File: config.mk
export PLATFORM = sky130hd
export DESIGN_NAME = align_score_row_engine
export DESIGN_NICKNAME = d
export VERILOG_FILES = /design/src/rtl/align_score_row_engine.sv
export SDC_FILE = /design/constraint.sdc
export NUM_CORES = 1
export LEC_CHECK = 0
export CAP_MARGIN = 10
export CORE_MARGIN = 3
export CORE_UTILIZATION = 37
export DETAILED_ROUTE_END_ITERATION = 10
export SYNTH_ARGS = -nofsm -noshare
export SYNTH_HDL_FRONTEND = slang
export SYNTH_SLANG_ARGS = --single-unit
export TNS_END_PERCENT = 1
File: constraint.sdc
create_clock -name clk -period 8.4 [get_ports clk]
set_clock_uncertainty 0.2 [all_clocks]
set_input_delay 2.52 -clock clk [delete_from_list [all_inputs] [get_ports clk]]
set_output_delay 2.52 -clock clk [all_outputs]
set_load 0.01 [all_outputs]
File: src/rtl/align_score_row_engine.sv
// ----------------------------------------------------------------------------
// align_score_row_engine
//
// Sequential global-alignment (Needleman-Wunsch) scorer. A QLEN-letter query
// is held in a small register file. Subject letters are streamed in one at a
// time. Each subject letter produces one matrix row, computed one cell per
// clock. The last-column score of every row is presented on a valid/ready
// output. The score of the row flagged with s_last is the global alignment
// score.
//
// Cell rule: H = max(diag + sub, up + gap, left + gap). Every sum saturates to
// the signed SW-bit range.
//
// Parameters
//   QLEN  query length in letters (>= 2); also the row buffer depth
//   LW    letter width; query letters carry one extra MSB marking gap/ambiguous
//   SW    signed score width
//
// Ports
//   clk           clock, rising edge
//   rst           asynchronous active-high reset
//   cfg_match     signed match score, captured on start
//   cfg_mismatch  signed mismatch score, captured on start
//   cfg_gap       signed gap score, captured on start
//   q_wr          query write strobe, honoured only while idle
//   q_idx         query write index (0 = column 1)
//   q_letter      query letter to write (MSB = gap/ambiguous marker)
//   start         begin an alignment, honoured only while idle
//   s_valid       subject letter valid
//   s_ready       engine can accept a subject letter
//   s_letter      subject letter
//   s_last        marks the final subject letter
//   out_valid     row score valid, held until out_ready
//   out_ready     consumer accepts out_score
//   out_score     last-column score of the row just finished
//   out_last      out_score belongs to the s_last row
//   busy          high in every state except IDLE
//   done          one-cycle pulse after the final row is accepted
// ----------------------------------------------------------------------------
module align_score_row_engine #(
   parameter int QLEN = 16,
   parameter int LW   = 2,
   parameter int SW   = 8,
   localparam int IW  = (QLEN > 1) ? $clog2(QLEN) : 1,
   localparam int CW  = $clog2(QLEN + 1)
) (
   input  logic                 clk,
   input  logic                 rst,
   input  logic signed [SW-1:0] cfg_match,
   input  logic signed [SW-1:0] cfg_mismatch,
   input  logic signed [SW-1:0] cfg_gap,
   input  logic                 q_wr,
   input  logic [IW-1:0]        q_idx,
   input  logic [LW:0]          q_letter,
   input  logic                 start,
   input  logic                 s_valid,
   output logic                 s_ready,
   input  logic [LW-1:0]        s_letter,
   input  logic                 s_last,
   output logic                 out_valid,
   input  logic                 out_ready,
   output logic signed [SW-1:0] out_score,
   output logic                 out_last,
   output logic                 busy,
   output logic                 done
);

   typedef enum logic [2:0] {
      ST_IDLE,
      ST_INIT,
      ST_WAIT_S,
      ST_ROW,
      ST_EMIT
   } state_t;

   localparam logic signed [SW-1:0] SCORE_MAX = {1'b0, {(SW-1){1'b1}}};
   localparam logic signed [SW-1:0] SCORE_MIN = {1'b1, {(SW-1){1'b0}}};

   state_t state;
   state_t state_nxt;

   logic [LW:0]          query   [0:QLEN-1];
   logic signed [SW-1:0] row_buf [0:QLEN];

   logic [CW-1:0]        cnt;
   logic signed [SW-1:0] match_r;
   logic signed [SW-1:0] mismatch_r;
   logic signed [SW-1:0] gap_r;
   logic signed [SW-1:0] init_acc;
   logic signed [SW-1:0] edge_score;
   logic signed [SW-1:0] diag_score;
   logic signed [SW-1:0] left_score;
   logic [LW-1:0]        cur_letter;
   logic                 cur_last;
   logic                 done_r;

   logic [LW:0]          q_cur;
   logic signed [SW-1:0] sub_score;
   logic signed [SW-1:0] cand_diag;
   logic signed [SW-1:0] cand_up;
   logic signed [SW-1:0] cand_left;
   logic signed [SW-1:0] h_score;
   logic signed [SW-1:0] edge_next;
   logic                 accept;
   logic                 col_end;

   // Saturating signed add. The sum is formed one bit wider than the score,
   // and disagreement between its top two bits means the true result left
   // the SW-bit range; the sign of the wide sum tells which rail to clamp to.
   function automatic logic signed [SW-1:0] sat_add(
      input logic signed [SW-1:0] a,
      input logic signed [SW-1:0] b
   );
      logic signed [SW:0] wide;
      wide = {a[SW-1], a} + {b[SW-1], b};
      if (wide[SW] != wide[SW-1]) begin
         sat_add = wide[SW] ? SCORE_MIN : SCORE_MAX;
      end else begin
         sat_add = wide[SW-1:0];
      end
   endfunction

   // Signed maximum of two scores; on a tie either operand carries the
   // same value so the choice does not matter.
   function automatic logic signed [SW-1:0] smax(
      input logic signed [SW-1:0] a,
      input logic signed [SW-1:0] b
   );
      smax = (a > b) ? a : b;
   endfunction

   // Cell datapath for column cnt of the current row. The query is stored
   // zero-based while columns count from one, hence the minus one on the
   // read index. A marked query letter scores as a gap against anything.
   always_comb begin
      q_cur     = query[IW'(cnt - CW'(1))];
      if (q_cur[LW]) begin
         sub_score = gap_r;
      end else if (q_cur[LW-1:0] == cur_letter) begin
         sub_score = match_r;
      end else begin
         sub_score = mismatch_r;
      end
      cand_diag = sat_add(diag_score, sub_score);
      cand_up   = sat_add(row_buf[cnt], gap_r);
      cand_left = sat_add(left_score, gap_r);
      h_score   = smax(cand_diag, smax(cand_up, cand_left));
      edge_next = sat_add(edge_score, gap_r);
   end

   // Handshake and column-end qualifiers shared by the FSM and datapath.
   always_comb begin
      accept  = (state == ST_WAIT_S) && s_valid;
      col_end = (cnt == CW'(QLEN));
   end

   // State register. Reset aborts any run in progress without emitting.
   always_ff @(posedge clk or posedge rst) begin
      if (rst) begin
         state <= ST_IDLE;
      end else begin
         state <= state_nxt;
      end
   end

   // Next-state and handshake outputs. s_ready and out_valid come from
   // mutually exclusive states, so they can never be high together, and the
   // output score is forced to zero outside EMIT so idle outputs read zero.
   always_comb begin
      state_nxt = state;
      s_ready   = 1'b0;
      out_valid = 1'b0;
      out_score = '0;
      out_last  = 1'b0;
      busy      = (state != ST_IDLE);
      done      = done_r;
      unique case (state)
         ST_IDLE: begin
            if (start) begin
               state_nxt = ST_INIT;
            end
         end
         ST_INIT: begin
            if (col_end) begin
               state_nxt = ST_WAIT_S;
            end
         end
         ST_WAIT_S: begin
            s_ready = 1'b1;
            if (s_valid) begin
               state_nxt = ST_ROW;
            end
         end
         ST_ROW: begin
            if (col_end) begin
               state_nxt = ST_EMIT;
            end
         end
         ST_EMIT: begin
            out_valid = 1'b1;
            out_score = left_score;
            out_last  = cur_last;
            if (out_ready) begin
               state_nxt = cur_last ? ST_IDLE : ST_WAIT_S;
            end
         end
         default: begin
            state_nxt = ST_IDLE;
         end
      endcase
   end

   // Control and scalar datapath registers. INIT walks cnt over 0..QLEN
   // while init_acc runs the saturated multiple of gap that seeds row 0.
   // Accepting a letter steps the left edge column down by one gap and
   // primes diag/left for column 1; each ROW cycle then shifts the old
   // row value into diag and the new cell into left.
   always_ff @(posedge clk or posedge rst) begin
      if (rst) begin
         cnt        <= '0;
         match_r    <= '0;
         mismatch_r <= '0;
         gap_r      <= '0;
         init_acc   <= '0;
         edge_score <= '0;
         diag_score <= '0;
         left_score <= '0;
         cur_letter <= '0;
         cur_last   <= 1'b0;
         done_r     <= 1'b0;
      end else begin
         done_r <= (state == ST_EMIT) && out_ready && cur_last;
         unique case (state)
            ST_IDLE: begin
               if (start) begin
                  match_r    <= cfg_match;
                  mismatch_r <= cfg_mismatch;
                  gap_r      <= cfg_gap;
                  cnt        <= '0;
                  init_acc   <= '0;
                  edge_score <= '0;
               end
            end
            ST_INIT: begin
               init_acc   <= sat_add(init_acc, gap_r);
               edge_score <= '0;
               cnt        <= col_end ? '0 : cnt + CW'(1);
            end
            ST_WAIT_S: begin
               if (accept) begin
                  cur_letter <= s_letter;
                  cur_last   <= s_last;
                  edge_score <= edge_next;
                  diag_score <= row_buf[0];
                  left_score <= edge_next;
                  cnt        <= CW'(1);
               end
            end
            ST_ROW: begin
               diag_score <= row_buf[cnt];
               left_score <= h_score;
               cnt        <= col_end ? '0 : cnt + CW'(1);
            end
            default: begin
            end
         endcase
      end
   end

   // Query and row storage. Their contents are meaningless after reset, so
   // they carry no reset and are simply overwritten by the next INIT and
   // query writes. The query may only change while idle.
   always_ff @(posedge clk) begin
      if ((state == ST_IDLE) && q_wr) begin
         query[q_idx] <= q_letter;
      end
      unique case (state)
         ST_INIT: begin
            row_buf[cnt] <= init_acc;
         end
         ST_WAIT_S: begin
            if (accept) begin
               row_buf[0] <= edge_next;
            end
         end
         ST_ROW: begin
            row_buf[cnt] <= h_score;
         end
         default: begin
         end
      endcase
   end

endmodule
==> metrics.txt <==
outcome=finished, final reports clean; Syn Area/Cell=approximately 13 µm²; hold endpoint=edge_score[2]; num ports=between 50 and 60; vias in the first global route=slightly below 9000; dominant cell type by area after synthesis=edfxtp_1; clk sinks=252; worst r2r src=cnt[0]; max layer used=met4; Tcrit/Tclk final=a little over nine tenths; crit-path most repeated cell=a21oi_2; GP Congestion=0.872; synth warn=0; global route overflow=0; row cnt=68; WL met3=between 1000 and 1500 µm; final wirelength=between 30000 and 40000 µm; Reg clk slew, reported paths=0.06 ns; hold crit path type=reg2reg; Worst path slowest cell=or4_4; Data arrival, critical path=approximately 8.2 ns; H-Tree Depth=1; synth unique cells=69; TritonCTS Buffers=26; largest net degree at the start of global routing=69; cts hold-fix bufs=0; DR WL met2=16100 µm; core area=between 0.03 and 0.04 mm²; worst reg2reg setup slack=around 0.24 ns; Clock Latency Late Sink=~0.53 ns; setup violators final=0; fraction of layout cells with a size suffix above 1=between 20% and 30%; nets@finish=1248; Remaining DRCs=0; clock root buffer=clkbuf_16; Max-cap violations=0; worst endpoint required time=around 8.5 ns; Final Hold Fails=0; antenna violations before repair=0; clk buf depth=3; Post-DRT Antenna Nets=0; Mapped Cells=1000; post-synthesis net count=1107; placed cell area=roughly 0.015 mm²; Post-synth EDFFs=between 150 and 200; commonest non-fill, non-tap cell in the layout=edfxtp_1; total global routing track utilization=about 17%; Worst Tran Pin Value=1.10 ns; number of port buffers=52; hold path cells=1; end of the worst register-to-register path=row_buf[3][5]; Die Wd=between 150 and 200 µm; sequential-to-total area share from yosys stat=between 50% and 60%; Avg WL per Cell=between 20 and 25 µm; Pre-antenna DRT Iters=5; Antenna Cells=0; worst setup path class=reg2reg; CTS tree=built; final design utilization=between 40% and 50%; most frequent cells in the layout=184 x edfxtp_1, 82 x nand2_1, 80 x nor2_1; Yosys reg bits=252; die area=~0.037 mm²; Layout area overhead=23.4%; max-slew violations=0; Worst R2R Path Depth=35; mapped cell area=around 0.013 mm²; relative slew slack=26.2%; Worst path max stage delay=0.55 ns; First DRT Iteration DRCs=650; endpoint class of the critical path=flip-flop; Crit Path Max Fanout=8; global-route wire length before repair=approximately 50000 µm; Vias=just under 9000; met1 WL=approximately 14000 µm; top_reg_cell synth=edfxtp_1; Via density=about 5.4; post-route cell area=0.0160 mm²; Max Clk Rate=123 MHz; chip height=approximately 190 µm; Starting Density=37.6%; startpoint types=flip-flop; crit path time final=~8.2 ns; min-delay src=edge_score[2]; Yosys top cell area share=42.5%; largest cells by area after synthesis=edfxtp_1 43%, dfrtp_1 13%, mux4_2 9.4%, ha_1 6.0%, mux2_2 2.9%; Synth async-reset ratio=27.0%; HPWL after DPL=23300 µm
-- critical path: cells and delay by family, from the launching register on --
kind | cells | cell delay (ns)
AO/OA/AOI/OAI | 14 | 2.34
multiplexers | 4 | 1.55
AND/OR/NAND/NOR | 6 | 1.43
adder cells (fa/ha/maj) | 4 | 0.94
buffers and inverters | 6 | 0.83
flip-flops | 1 | 0.45
XOR/XNOR | 1 | 0.14
-- worst max path at each step --
| stage | depth (start not counted) | end | slack, ns | from |
|---|---|---|---|---|
| 6_report | 35 | row_buf[3][5] | 0.24 | cnt[0] |
| 5_1_grt | 37 | row_buf[0][0] | -0.02 | cnt[0] |
| 4_1_cts | 35 | row_buf[15][2] | 0.01 | cnt[0] |
| 3_5_place_dp | 31 | row_buf[10][7] | -0.32 | cnt[0] |
| 3_3_place_gp | 31 | row_buf[10][7] | -0.09 | cnt[0] |
| 2_1_floorplan | 33 | row_buf[0][0] | -0.04 | cnt[0] |
-- per-stage QoR --
stage,setup WS (ns),hold slack [ns],instances,TNS (ns)
2_1_floorplan,-0.0423,0.250,1000,-3.63
3_3_place_gp,-0.0891,0.267,1555,-1.50
3_5_place_dp,-0.321,0.274,1555,-9.96
4_1_cts,0.00956,0.288,1604,0
5_1_grt,-0.0184,0.310,1615,-0.291
6_report,0.240,0.290,1615,0
-- layer usage --
metal	track usage, %	vias to the layer above
li1	-	4133
met1	22.2	4309
met2	29.4	181
met3	2.07	67
met4	5.22	0
met5	0	-
-- synthesized netlist by cell type (15+ instances only) --
master,n
mux2_2,33
edfxtp_1,184
a21oi_1,41
inv_1,41
o21ai_0,56
dfrtp_1,68
nor2_1,81
mux4_2,54
nand2_1,84
nor3_1,18
nand3_1,22
clkbuf_1,27
and2_1,15
ha_1,62
-- final cells by class --
| type | instances | area, µm² |
|---|---|---|
| Timing Repair Buffer | 147 | 1420 |
| Fill cell | 3066 | 18500 |
| Multi-Input combinational cell | 673 | 5750 |
| Clock buffer | 35 | 756 |
| Inverter | 41 | 154 |
| Clock inverter | 12 | 166 |
| Tap cell | 455 | 569 |
| Sequential cell | 252 | 7230 |
-- cells by family after synthesis --
kind of cell	Yosys count	share of synthesized area [%]
AOI/OAI and AO/OA	210	10.4
xor gates and xnor gates	25	1.68
adders and majority gates	67	6.74
buffers and inverters	75	2.32
DFF	252	55.6
muxes	102	13.5
and+or+nand+nor	269	9.77
-- state kept, by name (all words and copies together), names as in the netlist --
signal	count
cnt	5
cur_last	1
cur_letter	2
diag_score	8
done	1
edge_score	8
gap_r	8
init_acc	8
left_score	8
match_r	8
mismatch_r	8
query	48
row_buf	136
state	3
-- timing repair --
| item | 4_1_cts | 5_1_grt |
|---|---|---|
| pin swaps | 3 | 23 |
| setup endpoints to repair | 136 | 144 |
| cloned | 0 | 3 |
| buffers inserted | 2 | 8 |
| gates resized for setup | 9 | 53 |
Power is not shown: default switching activity piles up to over one toggle a cycle in this logic, so the estimate is an artifact.
